## src/rtl/mem_port_arbiter.sv

```systemverilog
// Arbitrates one single-port, 1-cycle-latency RAM between instruction fetch and data load/store.
// Data wins by default; a saturating streak counter bounds how long a contending fetch waits.
module mem_port_arbiter #(
    parameter int ADDR_WIDTH      = 32,
    parameter int MAX_DATA_STREAK = 4
) (
    input  logic                  i_clk,
    input  logic                  i_rst,
    input  logic [ADDR_WIDTH-1:0] i_inst_addr,
    input  logic                  i_inst_re,
    output logic [31:0]           o_inst_data,
    output logic                  o_inst_valid,
    output logic                  o_inst_stall,
    input  logic [ADDR_WIDTH-1:0] i_data_addr,
    input  logic [31:0]           i_data_wdata,
    input  logic [3:0]            i_data_be,
    input  logic                  i_data_we,
    input  logic                  i_data_re,
    output logic [31:0]           o_data_rdata,
    output logic                  o_data_valid,
    output logic                  o_data_stall,
    output logic                  o_mem_en,
    output logic                  o_mem_we,
    output logic [3:0]            o_mem_be,
    output logic [ADDR_WIDTH-3:0] o_mem_addr,
    output logic [31:0]           o_mem_wdata,
    input  logic [31:0]           i_mem_rdata
);

    typedef enum logic [1:0] {
        OWN_NONE = 2'd0,
        OWN_INST = 2'd1,
        OWN_DATA = 2'd2
    } owner_e;

    localparam logic [3:0] MAX_STREAK = 4'(MAX_DATA_STREAK);

    logic       inst_req_s;
    logic       data_req_s;
    logic       grant_inst_s;
    logic       grant_data_s;
    logic [3:0] streak_q;
    logic [3:0] streak_d;
    owner_e     owner_q;
    owner_e     owner_d;
    logic       unused_addr_bits_s;

    assign inst_req_s         = i_inst_re;
    assign data_req_s         = i_data_re | i_data_we;
    assign unused_addr_bits_s = ^{i_inst_addr[1:0], i_data_addr[1:0]};

    // Grant selection; nothing is granted while reset is held.
    always_comb begin
        grant_inst_s = 1'b0;
        grant_data_s = 1'b0;
        if (i_rst) begin
            grant_inst_s = 1'b0;
            grant_data_s = 1'b0;
        end else if (inst_req_s && data_req_s) begin
            if (streak_q == MAX_STREAK) begin
                grant_inst_s = 1'b1;
            end else begin
                grant_data_s = 1'b1;
            end
        end else if (inst_req_s) begin
            grant_inst_s = 1'b1;
        end else if (data_req_s) begin
            grant_data_s = 1'b1;
        end else begin
            grant_inst_s = 1'b0;
            grant_data_s = 1'b0;
        end
    end

    // RAM port drive and stall generation.
    always_comb begin
        o_mem_en     = grant_inst_s | grant_data_s;
        o_mem_we     = grant_data_s & i_data_we;
        o_mem_be     = (grant_data_s && i_data_we) ? i_data_be : 4'b1111;
        o_mem_addr   = grant_inst_s ? i_inst_addr[ADDR_WIDTH-1:2] : i_data_addr[ADDR_WIDTH-1:2];
        o_mem_wdata  = i_data_wdata;
        o_inst_stall = inst_req_s & ~grant_inst_s;
        o_data_stall = data_req_s & ~grant_data_s;
    end

    // Next streak count and response owner; a write (even with re high) owns no response.
    always_comb begin
        streak_d = 4'd0;
        owner_d  = OWN_NONE;
        if (grant_data_s && inst_req_s) begin
            streak_d = (streak_q >= MAX_STREAK) ? MAX_STREAK : streak_q + 4'd1;
        end else begin
            streak_d = 4'd0;
        end
        if (grant_inst_s) begin
            owner_d = OWN_INST;
        end else if (grant_data_s && !i_data_we) begin
            owner_d = OWN_DATA;
        end else begin
            owner_d = OWN_NONE;
        end
    end

    // State registers with synchronous reset.
    always_ff @(posedge i_clk) begin
        if (i_rst) begin
            streak_q <= 4'd0;
            owner_q  <= OWN_NONE;
        end else begin
            streak_q <= streak_d;
            owner_q  <= owner_d;
        end
    end

    // Response routing; reset masks a response already in flight.
    always_comb begin
        o_inst_valid = (owner_q == OWN_INST) & ~i_rst;
        o_data_valid = (owner_q == OWN_DATA) & ~i_rst;
        o_inst_data  = o_inst_valid ? i_mem_rdata : 32'h0000_0033;
        o_data_rdata = o_data_valid ? i_mem_rdata : 32'h0000_0000;
    end

endmodule

```

## config.mk

```make
export PLATFORM = sky130hd
export DESIGN_NAME = mem_port_arbiter
export DESIGN_NICKNAME = d
export VERILOG_FILES = /design/src/rtl/mem_port_arbiter.sv
export SDC_FILE = /design/constraint.sdc
export NUM_CORES = 1
export LEC_CHECK = 0
export ABC_AREA = 0
export BUFFER_PORTS_ARGS = -buffer_cell sky130_fd_sc_hd__buf_2
export CAP_MARGIN = 5
export CELL_PAD_IN_SITES_DETAIL_PLACEMENT = 1
export CELL_PAD_IN_SITES_GLOBAL_PLACEMENT = 1
export CORE_MARGIN = 1
export CORE_UTILIZATION = 14
export CTS_CLUSTER_DIAMETER = 120
export DETAILED_ROUTE_END_ITERATION = 12
export PLACE_DENSITY = 0.78
export SLEW_MARGIN = 10
export SYNTH_ARGS = -nofsm -noshare
export SYNTH_HDL_FRONTEND = slang
export SYNTH_SLANG_ARGS = --single-unit
```

## constraint.sdc

```tcl
create_clock -name i_clk -period 1.6 [get_ports i_clk]
set_input_delay 0.24 -clock i_clk [delete_from_list [all_inputs] [get_ports i_clk]]
set_output_delay 0.24 -clock i_clk [all_outputs]
set_load 0.1 [all_outputs]
```

==> flow_metrics.py <==
metrics = {
    "layout": {
        "antenna_cells": 0,
        "final_nets": 518,
        "finalNonFillerCells": 513,
        "final_area_um2": 4690,
        "syn_to_final_growth_pct": 213,
        "drive_above_1_share": 0.944,
    },
    "synthesis": {
        "synth_top_family_by_area": "simple AND/OR/NAND/NOR gates",
        "synthCells": 174,
        "synth_compound_area_frac": 0.0376,
        "synthArstFlopShare": 0,
        "synth_flop_cell": "dfxtp_1",
        "ys_types": 26,
        "ys_seq_area_frac": 0.0803,
        "yosys_register_bits": 6,
        "synthXorXnorAreaFrac": 0,
        "yosys_warnings": 0,
        "synthAdderAreaFrac": 0.0167,
        "synthMuxAreaShare": 0.298,
        "syn_nets": 313,
        "synthesis.area_um2": 1500,
        "synth_area_per_cell_um2": 8.60,
        "synth_edf_count": 0,
        "yosys.area_share.simple": 0.355,
    },
    "clocking": {
        "clock_path_buffers": 2,
        "clk_latency_ps": 220,
        "cts.sinks": 6,
        "path_clk_slew_ps": 40,
        "h-tree-depth": 1,
        "cts_hold_buf": 0,
        "cts_root_buf": "clkbuf_8",
        "cts_tree": "done",
        "cts_made_buffers": 3,
    },
    "grt": {
        "grt_first_pass_wirelength_um": 13800,
        "grt_pass1_vias": 2349,
        "grt_max_degree": 17,
        "grt_usage": 0.163,
        "grt_overflow_total": 0,
        "grt_antenna_before_repair": 0,
    },
    "floorplanning": {
        "fp.dieH_um": 105,
        "dieArea_um2": 11100,
        "dieWidth_um": 105,
        "ios": 273,
        "placeableCoreArea_um2": 10300,
        "start_util": 0.145,
        "rows": 37,
    },
    "sta": {
        "fin_worst_skew_ps": 1.21,
        "period_needed_ps": 2190,
        "setup_ws_ps": -592,
        "finalSetupViolCount": 98,
        "max_freq_mhz": 456,
        "hold-worst-slack_ps": 322,
        "finalCritPeriodShare": 1.37,
        "hold_viol": 0,
        "rsz0062_at_grt": "true",
        "slew_viol_final": 0,
    },
    "route": {
        "antenna_left": 0,
        "met3_length_um": 456,
        "vias_per_cell": 3.91,
        "drc": 0,
        "routedWlPerCell_um": 18.3,
        "via_count": 2005,
        "highest_layer": "met4",
        "wl_met1_um": 3240,
        "route.met2.wl_um": 5590,
        "routed_wl_um": 9380,
        "first_pass_iters": 4,
        "drtIter0Drc": 44,
    },
    "setup_path": {
        "cp.arrival_ps": 1950,
        "end_kind": "output pin",
        "worstPathRequired_ps": 1360,
        "cp_max_fo": 10,
        "max_stage_delay_ps": 330,
        "critPathKind": "reg -> out",
        "critPathMostFrequentCell": "buf_12",
        "r2r_slack_ps": 250,
        "crit_path_start_kind": "flop",
        "cp_cell_sequence": "inv_2 > ha_4 > and3b_4 > o211ai_4 > buf_6 > buf_12 > mux2_4 > buf_12",
        "crit_family": "buffers and inverters",
        "crit_buf_inv": 4,
        "slowest_stage": "dfxtp_2",
    },
    "pwr": {
        "p_leak_nw": 2.30,
        "finalPower_w": 0.00194,
        "peakVddDrop_uv": 469,
        "powerDensity_nw_per_um2": 414,
    },
    "outcome": {
        "status": "complete, but fails checks",
        "failed_checks": "negative setup slack",
    },
    "placed_design": {
        "dp_hpwl_um": 7350,
        "gp_congestion": 0.804,
        "pre_cts_slack_ps": -363,
        "place_area_um2": 4210,
        "portBuffers": 204,
        "dp.cells": 489,
    },
    "hold_path": {
        "hold_class": "in -> reg",
    },
    "job": {
        "cap_violations": 0,
    },
}
-- through the flow --
stage / setup TNS [ps] / utilization
CTS: -24710 / 0.461
global route: -26930 / 0.454
finish: -21840 / 0.454
detailed placement: -10000 / 0.408
floorplan: -5490 / -
global placement: -8840 / 0.408
-- synth_stat cells (all sizes together), types with 2 or more instances --
library cell / count / area (um^2)
a21oi: 2 / 10.0
and2: 62 / 388
buf: 37 / 284
clkbuf: 4 / 15.0
dfxtp: 6 / 120
ha: 2 / 25.0
inv: 4 / 15.0
mux2: 30 / 447
nand2b: 7 / 43.8
nor2: 4 / 17.5
nor3b: 3 / 22.5
nor4: 2 / 12.5
or2b: 2 / 15.0
-- power by group --
part           total (W)  switching (W)  internal (W)  leakage, nW
sequential      0.000161     0.00000408      0.000157       0.0510
combinational    0.00155       0.000933      0.000621         2.23
clock           0.000227      0.0000653      0.000162       0.0216
total            0.00194        0.00100      0.000940         2.30
-- routing by layer --
| layer | global-route usage | vias up |
|---|---|---|
| met3 | 0.0272 | 8 |
| met2 | 0.345 | 83 |
| met1 | 0.166 | 979 |
| met4 | 0.0171 | 0 |
| li1 | - | 935 |
| met5 | 0 | - |
-- worst register-to-register path: cells and delay by family, from the launching register on --
family | cells | cell delay, ps
AOI/OAI and AO/OA | 1 | 220
adders and majority gates | 1 | 150
buffers and inverters | 4 | 360
DFF | 1 | 330
and+or+nand+nor | 1 | 180
-- sequential cells by signal, indices dropped and copies added, names as in the netlist --
| signal | count |
|---|---|
| streak_q | 4 |
| owner_q | 2 |
-- cells by family (layout without fill, tap and decap cells) --
| logic type | after synthesis | after routing |
|---|---|---|
| flip-flops | 6 | 6 |
| buffers and inverters | 45 | 248 |
| multiplexers | 30 | 30 |
| adder cells (fa/ha/maj) | 2 | 2 |
| AND/OR/NAND/NOR | 84 | 84 |
| AO/OA/AOI/OAI | 6 | 6 |
| other | 1 | 1 |
-- final timing paths --
kind,start,end,cells past startpoint
min reg2reg,streak_q[0]$_SDFF_PP0_,streak_q[0]$_SDFF_PP0_,2
max,streak_q[0]$_SDFF_PP0_,o_mem_addr[17],8
max reg2reg,streak_q[0]$_SDFF_PP0_,owner_q[0]$_SDFF_PP0_,7
min,i_data_we,owner_q[1]$_SDFF_PP0_,3
-- layout by cell type (no fill, tap or decap), types with 2 or more instances in the layout --
master,count
buf_2,101
inv_1,2
or2b_1,2
buf_6,16
nor3b_4,2
nor4_1,2
dfxtp_1,2
mux2_4,30
buf_8,2
clkbuf_8,3
dfxtp_2,4
inv_2,2
nor2_1,3
buf_12,108
and2_1,2
nand2b_4,6
buf_4,12
and2_4,60
-- what timing repair did --
item | CTS | global route
endpoints found under the hold margin | 0 | 0
gates resized for setup | 77 | 15
cloned | 8 | 1
setup buffers | 16 | 5
endpoints found under the setup margin | 96 | 103
pin swaps | 23 | 47
-- layout make-up --
| type | count | area (um^2) |
|---|---|---|
| timing repair buffer | 241 | 3020 |
| clock buffer | 3 | 41.3 |
| inverter | 4 | 15.0 |
| multi-input combinational | 123 | 1320 |
| sequential | 6 | 125 |
| tap | 136 | 170 |
| fill | 1094 | 5630 |
No activity file was read; power rests on OpenSTA's default activity.
